**src/rtl/led_probe_scanner_if.sv**
```systemverilog
// Board-side link between led_probe_scanner and the core's debug readout port,
// plus the scanner's UART line and status flags.
interface led_probe_scanner_if;
  // en is a level request sampled on every clock; busy stays high from the first
  // edge that sees en in IDLE until the scanner has re-entered IDLE, so a requester
  // may drop en at any time and watch busy to know when the entry in flight is done.
  logic        en;
  logic [11:0] led;
  logic [7:0]  led_sel;
  logic        tx;
  logic        busy;
  logic        sweep_done;
  logic [2:0]  dbg_state;

  modport master (
    input  en,
    input  led,
    output led_sel,
    output tx,
    output busy,
    output sweep_done,
    output dbg_state
  );

  modport slave (
    output en,
    output led,
    input  led_sel,
    input  tx,
    input  busy,
    input  sweep_done,
    input  dbg_state
  );
endinterface

```
**src/rtl/led_probe_scanner.sv**
```systemverilog
// Sweeps led_sel over [SEL_FIRST, SEL_LAST], captures the settled led readout and
// ships each entry as a 4-byte UART 8N1 frame (A5, sel, led[11:8], led[7:0]) on tx.
module led_probe_scanner #(
  parameter int SEL_FIRST = 0,
  parameter int SEL_LAST  = 31,
  parameter int SETTLE    = 4,
  parameter int BAUD_DIV  = 16
) (
  input logic           clk,
  input logic           rst,
  led_probe_scanner_if.master bus
);

  localparam logic [2:0] ST_IDLE    = 3'd0;
  localparam logic [2:0] ST_SETTLE  = 3'd1;
  localparam logic [2:0] ST_CAPTURE = 3'd2;
  localparam logic [2:0] ST_SEND    = 3'd3;
  localparam logic [2:0] ST_NEXT    = 3'd4;

  localparam int SW = (SETTLE > 1) ? $clog2(SETTLE) : 1;
  localparam int BW = $clog2(BAUD_DIV);

  localparam logic [SW-1:0] SETTLE_END = SW'(SETTLE - 1);
  localparam logic [BW-1:0] BAUD_END   = BW'(BAUD_DIV - 1);
  localparam logic [7:0]    SEL_LO     = 8'(SEL_FIRST);
  localparam logic [7:0]    SEL_HI     = 8'(SEL_LAST);
  localparam logic [7:0]    SYNC_BYTE  = 8'hA5;

  logic [2:0]    state_q,  state_d;
  logic [SW-1:0] settle_q, settle_d;
  logic [BW-1:0] baud_q,   baud_d;
  logic [3:0]    bit_q,    bit_d;
  logic [1:0]    byte_q,   byte_d;
  logic [7:0]    sel_q,    sel_d;
  logic [7:0]    cap_sel_q, cap_sel_d;
  logic [11:0]   cap_led_q, cap_led_d;
  logic          tx_q,     tx_d;
  logic          busy_q,   busy_d;
  logic          done_q,   done_d;

  logic [7:0]    cur_byte;
  logic          cur_bit;

  // Bit position 0 is the start bit, 1..8 the data bits LSB first, 9 the stop bit.
  always_comb begin
    cur_byte = SYNC_BYTE;
    case (byte_q)
      2'd1:    cur_byte = cap_sel_q;
      2'd2:    cur_byte = {4'h0, cap_led_q[11:8]};
      2'd3:    cur_byte = cap_led_q[7:0];
      default: cur_byte = SYNC_BYTE;
    endcase

    if (bit_q == 4'd0) begin
      cur_bit = 1'b0;
    end else if (bit_q >= 4'd9) begin
      cur_bit = 1'b1;
    end else begin
      cur_bit = cur_byte[3'(bit_q - 4'd1)];
    end
  end

  always_comb begin
    state_d   = state_q;
    settle_d  = settle_q;
    baud_d    = baud_q;
    bit_d     = bit_q;
    byte_d    = byte_q;
    sel_d     = sel_q;
    cap_sel_d = cap_sel_q;
    cap_led_d = cap_led_q;
    tx_d      = 1'b1;
    done_d    = 1'b0;

    case (state_q)
      ST_IDLE: begin
        if (bus.en) begin
          state_d  = ST_SETTLE;
          settle_d = '0;
        end
      end

      ST_SETTLE: begin
        if (settle_q == SETTLE_END) begin
          state_d = ST_CAPTURE;
        end else begin
          settle_d = settle_q + 1'b1;
        end
      end

      ST_CAPTURE: begin
        cap_led_d = bus.led;
        cap_sel_d = sel_q;
        byte_d    = 2'd0;
        bit_d     = 4'd0;
        baud_d    = '0;
        state_d   = ST_SEND;
      end

      // tx is registered, so the line lags the counters by one cycle; the stop bit
      // of the last byte therefore overlaps the NEXT cycle.
      ST_SEND: begin
        tx_d = cur_bit;
        if (baud_q == BAUD_END) begin
          baud_d = '0;
          if (bit_q == 4'd9) begin
            bit_d = 4'd0;
            if (byte_q == 2'd3) begin
              state_d = ST_NEXT;
            end else begin
              byte_d = byte_q + 2'd1;
            end
          end else begin
            bit_d = bit_q + 4'd1;
          end
        end else begin
          baud_d = baud_q + 1'b1;
        end
      end

      ST_NEXT: begin
        if (sel_q == SEL_HI) begin
          sel_d  = SEL_LO;
          done_d = 1'b1;
        end else begin
          sel_d = sel_q + 8'd1;
        end
        settle_d = '0;
        state_d  = bus.en ? ST_SETTLE : ST_IDLE;
      end

      default: begin
        state_d = ST_IDLE;
      end
    endcase

    busy_d = (state_d != ST_IDLE);
  end

  always_ff @(posedge clk or negedge rst) begin
    if (!rst) begin
      state_q   <= ST_IDLE;
      settle_q  <= '0;
      baud_q    <= '0;
      bit_q     <= 4'd0;
      byte_q    <= 2'd0;
      sel_q     <= SEL_LO;
      cap_sel_q <= 8'd0;
      cap_led_q <= 12'd0;
      tx_q      <= 1'b1;
      busy_q    <= 1'b0;
      done_q    <= 1'b0;
    end else begin
      state_q   <= state_d;
      settle_q  <= settle_d;
      baud_q    <= baud_d;
      bit_q     <= bit_d;
      byte_q    <= byte_d;
      sel_q     <= sel_d;
      cap_sel_q <= cap_sel_d;
      cap_led_q <= cap_led_d;
      tx_q      <= tx_d;
      busy_q    <= busy_d;
      done_q    <= done_d;
    end
  end

  assign bus.led_sel    = sel_q;
  assign bus.tx         = tx_q;
  assign bus.busy       = busy_q;
  assign bus.sweep_done = done_q;
  assign bus.dbg_state  = state_q;

endmodule

```
**src/flat_wrapper.sv**
```systemverilog
// flat-port wrapper written by rule: the top's interface ports become plain ports
module led_probe_scanner_flat 
#(
  parameter int SEL_FIRST = 0,
  parameter int SEL_LAST  = 31,
  parameter int SETTLE    = 4,
  parameter int BAUD_DIV  = 16
)
  (clk, rst, bus_en, bus_led, bus_led_sel, bus_tx, bus_busy, bus_sweep_done, bus_dbg_state);
  led_probe_scanner_if bus_i ();
  input logic clk;
  input logic rst;
  input wire logic [$bits(bus_i.en)-1:0] bus_en;
  input wire logic [$bits(bus_i.led)-1:0] bus_led;
  output wire logic [$bits(bus_i.led_sel)-1:0] bus_led_sel;
  output wire logic [$bits(bus_i.tx)-1:0] bus_tx;
  output wire logic [$bits(bus_i.busy)-1:0] bus_busy;
  output wire logic [$bits(bus_i.sweep_done)-1:0] bus_sweep_done;
  output wire logic [$bits(bus_i.dbg_state)-1:0] bus_dbg_state;
  assign bus_i.en = bus_en;
  assign bus_i.led = bus_led;
  assign bus_led_sel = bus_i.led_sel;
  assign bus_tx = bus_i.tx;
  assign bus_busy = bus_i.busy;
  assign bus_sweep_done = bus_i.sweep_done;
  assign bus_dbg_state = bus_i.dbg_state;
  led_probe_scanner #(.SEL_FIRST(SEL_FIRST), .SEL_LAST(SEL_LAST), .SETTLE(SETTLE), .BAUD_DIV(BAUD_DIV)) u_core (.clk(clk), .rst(rst), .bus(bus_i));
endmodule
```
**config.mk**
```make
export PLATFORM = sky130hd
export DESIGN_NAME = led_probe_scanner_flat
export DESIGN_NICKNAME = d
export VERILOG_FILES = /design/src/rtl/led_probe_scanner_if.sv /design/src/rtl/led_probe_scanner.sv /design/src/flat_wrapper.sv
export SDC_FILE = /design/constraint.sdc
export NUM_CORES = 1
export LEC_CHECK = 0
export BUFFER_PORTS_ARGS = -buffer_cell sky130_fd_sc_hd__buf_2
export CAP_MARGIN = 0
export CORE_MARGIN = 2
export CORE_UTILIZATION = 35
export CTS_BUF_LIST = sky130_fd_sc_hd__clkbuf_2 sky130_fd_sc_hd__clkbuf_4 sky130_fd_sc_hd__clkbuf_8
export CTS_CLUSTER_DIAMETER = 40
export CTS_CLUSTER_SIZE = 30
export DETAILED_ROUTE_END_ITERATION = 6
export SLEW_MARGIN = 40
export SYNTH_ARGS = -nofsm -noshare
export SYNTH_HDL_FRONTEND = slang
export SYNTH_SLANG_ARGS = --single-unit
```
**constraint.sdc**
```tcl
create_clock -name clk -period 1.9 [get_ports clk]
set_input_delay 0.19 -clock clk [delete_from_list [all_inputs] [get_ports clk]]
set_output_delay 0.19 -clock clk [all_outputs]
set_load 0.1 [all_outputs]
```
==> flow_metrics.env <==
export IMPL_outcome="complete, but fails checks"
export IMPL_clk_transition_reported_paths_ps=90
export IMPL_grt_pass1_vias=1724
export IMPL_core_area_sq_um=6390
export IMPL_cts_root_buf="clkbuf_8"
export IMPL_switchingPower_mw=0.376
export IMPL_comb_power_share=0.030
export IMPL_power_leakage_nw=1.33
export IMPL_slowest_delay_ps=450
export IMPL_via_per_inst=5.21
export IMPL_synth_avg_cell_area_sq_um=10.7
export IMPL_synth_area_leader_cell="dfrtp_1"
export IMPL_n_antenna_cell=0
export IMPL_gp_congestion=0.866
export IMPL_criticalPathCategory="reg2reg"
export IMPL_drv_cap=0
export IMPL_start_kind="flop"
export IMPL_drive_gt1_frac=0.379
export IMPL_cts_tree="done"
export IMPL_dp_cells=329
export IMPL_clk_path_buf_depth=2
export IMPL_p_total_mw=1.79
export IMPL_yosysTopAreaCellShare=0.484
export IMPL_area_growth_pct=24.7
export IMPL_worst_path_max_fanout=4
export IMPL_synth_seq_cells=46
export IMPL_grt_remaining_overflow=0
export IMPL_die_h_um=85.6
export IMPL_htree_levels=2
export IMPL_vdd_drop_max_uv=359
export IMPL_drt_first_pass_iters=4
export IMPL_fillers=602
export IMPL_cp_required_ps=2120
export IMPL_slew_violations=0
export IMPL_pwr_share_seq=0.559
export IMPL_p_per_area_nw_per_um2=616
export IMPL_grt_max_degree=47
export IMPL_drt_wl_total_um=5030
export IMPL_final_cells=341
export IMPL_initial_core_util=0.365
export IMPL_antenna_found_initial=0
export IMPL_syn_inst=217
export IMPL_slew_limit_headroom=0.675
export IMPL_synthTopCellsByArea="dfrtp_1 (48%), mux2_2 (11%), ha_1 (6.4%), nand2_1 (3.1%), nor2_1 (2.3%)"
export IMPL_fin_nets=290
export IMPL_wl_per_cell_um=14.8
export IMPL_fin_crit_sh=1.03
export IMPL_hold_slack_ps=120
export IMPL_die_area_sq_um=7320
export IMPL_rsz0062_at_grt="true"
export IMPL_setup_viol_count_final=1
export IMPL_clock_latency_ps=290
export IMPL_synthDistinctLibCells=41
export IMPL_fp_row_count=29
export IMPL_dieWidth_um=85.6
export IMPL_fmaxAchievable_ghz=0.511
export IMPL_synth_warnings=0
export IMPL_first_iter_violations=103
export IMPL_finalWorstSetupSlack_ps=-55.3
export IMPL_min_period_ps=1960
export IMPL_vias=1777
export IMPL_arrival_ps=2180
export IMPL_syn_area_sq_um=2330
export IMPL_violations="setup timing"
export IMPL_syn_num_nets=244
export IMPL_worstPathCellList="buf_4 > inv_1 > ha_2 > a211o_1 > a21oi_1 > o311ai_2 > a2111oi_2 > o31ai_1"
export IMPL_ys_seq_area_frac=0.495
export IMPL_hold_path_class="in2reg"
export IMPL_end_kind="flop"
export IMPL_dp_hpwl_um=3480
export IMPL_swShare=0.210
export IMPL_design_portCount=29
export IMPL_ant_nets=0
export IMPL_drc=0
export IMPL_skew_ps=5.48
export IMPL_grt_pass1_wl_um=8450
export IMPL_io_buffers=28
export IMPL_cts_buffers=5
export IMPL_cts_sinks=46
export IMPL_worst_pin_slew_ps=491
export IMPL_cp_slowest_cell="dfrtp_2"
export IMPL_hold_viol=0
export IMPL_intPower_mw=1.41
export IMPL_clockPowerShare=0.411
export IMPL_grt_use_total=0.144
-- placed cells by master, fill, tap and decap left out, types with 4 or more instances in the layout --
cell and instances:
mux2_2 21, nand2_1 19, dfrtp_2 8, nand3_1 7
o21ai_0 10, buf_2 28, o31ai_1 5, xnor2_1 4
nand2b_1 5, dfrtp_1 36, nand4_1 6, a22oi_1 4
clkbuf_8 5, a21oi_1 8, nor2_1 14, inv_1 9
buf_4 17, ha_1 7
-- cells in the mapped netlist, drive strengths merged --
library cell and n:
a2111o 1, a2111oi 1, a211o 1, a211oi 1, a21o 2, a21oi 9, a221oi 4, a22o 3
a22oi 4, a31oi 1, a32oi 1, and2 1, and3 3, buf 5, clkbuf 4, dfrtp 45
dfstp 1, ha 12, inv 11, mux2 22, mux2i 2, nand2 19, nand2b 5, nand3 7
nand3b 1, nand4 6, nor2 14, nor2b 2, nor3 2, nor4 1, o21ai 11, o21bai 1
o22ai 1, o311ai 1, o31ai 5, o41ai 2, xnor2 4, xor2 1
-- per-layer routing --
metal,routed length [um],vias up,part of all wire,GRT usage
met2,2400,32,0.48,0.232
met4,59,0,0.012,0.0390
met5,0,-,0,0
met1,2430,868,0.48,0.200
met3,146,6,0.029,0.0298
li1,-,871,-,-
-- worst max-delay path: cells and delay by family (launching register included) --
| kind | cells | cell delay (ps) |
|---|---|---|
| buffers and inverters | 2 | 190 |
| AO/OA/AOI/OAI | 5 | 1050 |
| flip-flops | 1 | 450 |
| adder cells (fa/ha/maj) | 1 | 200 |
-- power by group through the flow --
stage	combinational, mW	sequential (mW)	clock [mW]
final	0.0539	0.999	0.734
after floorplan	0.0138	1.02	0
after detailed placement	0.0544	1.02	0
after global placement	0.0539	1.02	0
after global routing	0.0619	1.00	0.800
after CTS	0.0561	1.00	0.767
-- cell type report --
type | count | area [sq um] | area share
Tap cell | 77 | 96.3 | 0.0332
Clock buffer | 5 | 68.8 | 0.0237
Clock inverter | 3 | 43.8 | 0.0151
Multi-Input combinational cell | 151 | 1170 | 0.403
Inverter | 11 | 41.3 | 0.0142
Sequential cell | 46 | 1170 | 0.402
Timing Repair Buffer | 48 | 318 | 0.109
-- kinds of logic after synthesis --
group / count (synthesis) / synth area share
simple gates: 61 / 0.124
compound gates: 49 / 0.147
flops: 46 / 0.495
mux: 24 / 0.115
buf+inv: 20 / 0.0360
fa+ha+maj: 12 / 0.0645
xor+xnor: 5 / 0.0188
-- worst paths after layout --
kind	cells past startpoint	slack, ps	start	end
hold / removal	2	120	bus_led[5]	u_core.cap_led_q[5]
max in group asynchronous	3	1220	rst	u_core.bus.tx
hold reg to reg	1	500	u_core.bus.led_sel[4]	u_core.bus.led_sel[4]
setup / recovery	8	-60	u_core.byte_q[0]	u_core.bus.tx
min in group asynchronous	3	400	rst	u_core.cap_led_q[7]
setup reg to reg	8	-60	u_core.byte_q[0]	u_core.bus.tx
-- state kept, by name, summed over array words and instances (netlist names), 2 cells and up --
signal / cells
u_core.byte_q: 2
u_core.cap_sel_q: 8
u_core.bus.dbg_state: 3
u_core.settle_q: 2
u_core.bit_q: 4
u_core.bus.led_sel: 8
u_core.baud_q: 4
u_core.cap_led_q: 12
-- metrics by stage --
stage                     utilization  setup slack [ps]  area (sq um)  TNS, ps
after floorplan                     -             -71.3          2370    -72.3
after global placement          0.424             -32.2          2710    -32.2
after detailed placement        0.424              -100          2710     -100
after CTS                       0.453             -15.5          2890    -15.5
after global routing            0.455              -160          2900     -160
final                           0.455             -55.3          2900    -55.3
-- timing repair --
| action | 4_1_cts | 5_1_grt |
|---|---|---|
| setup endpoints to repair | 1 | 1 |
| hold buffers | 1 | 0 |
| endpoints found under the hold margin | 45 | 0 |
| buffers inserted | 3 | 0 |
| pin swaps | 7 | 2 |
| gates resized for setup | 11 | 2 |
(Power assumes the default switching activity.)
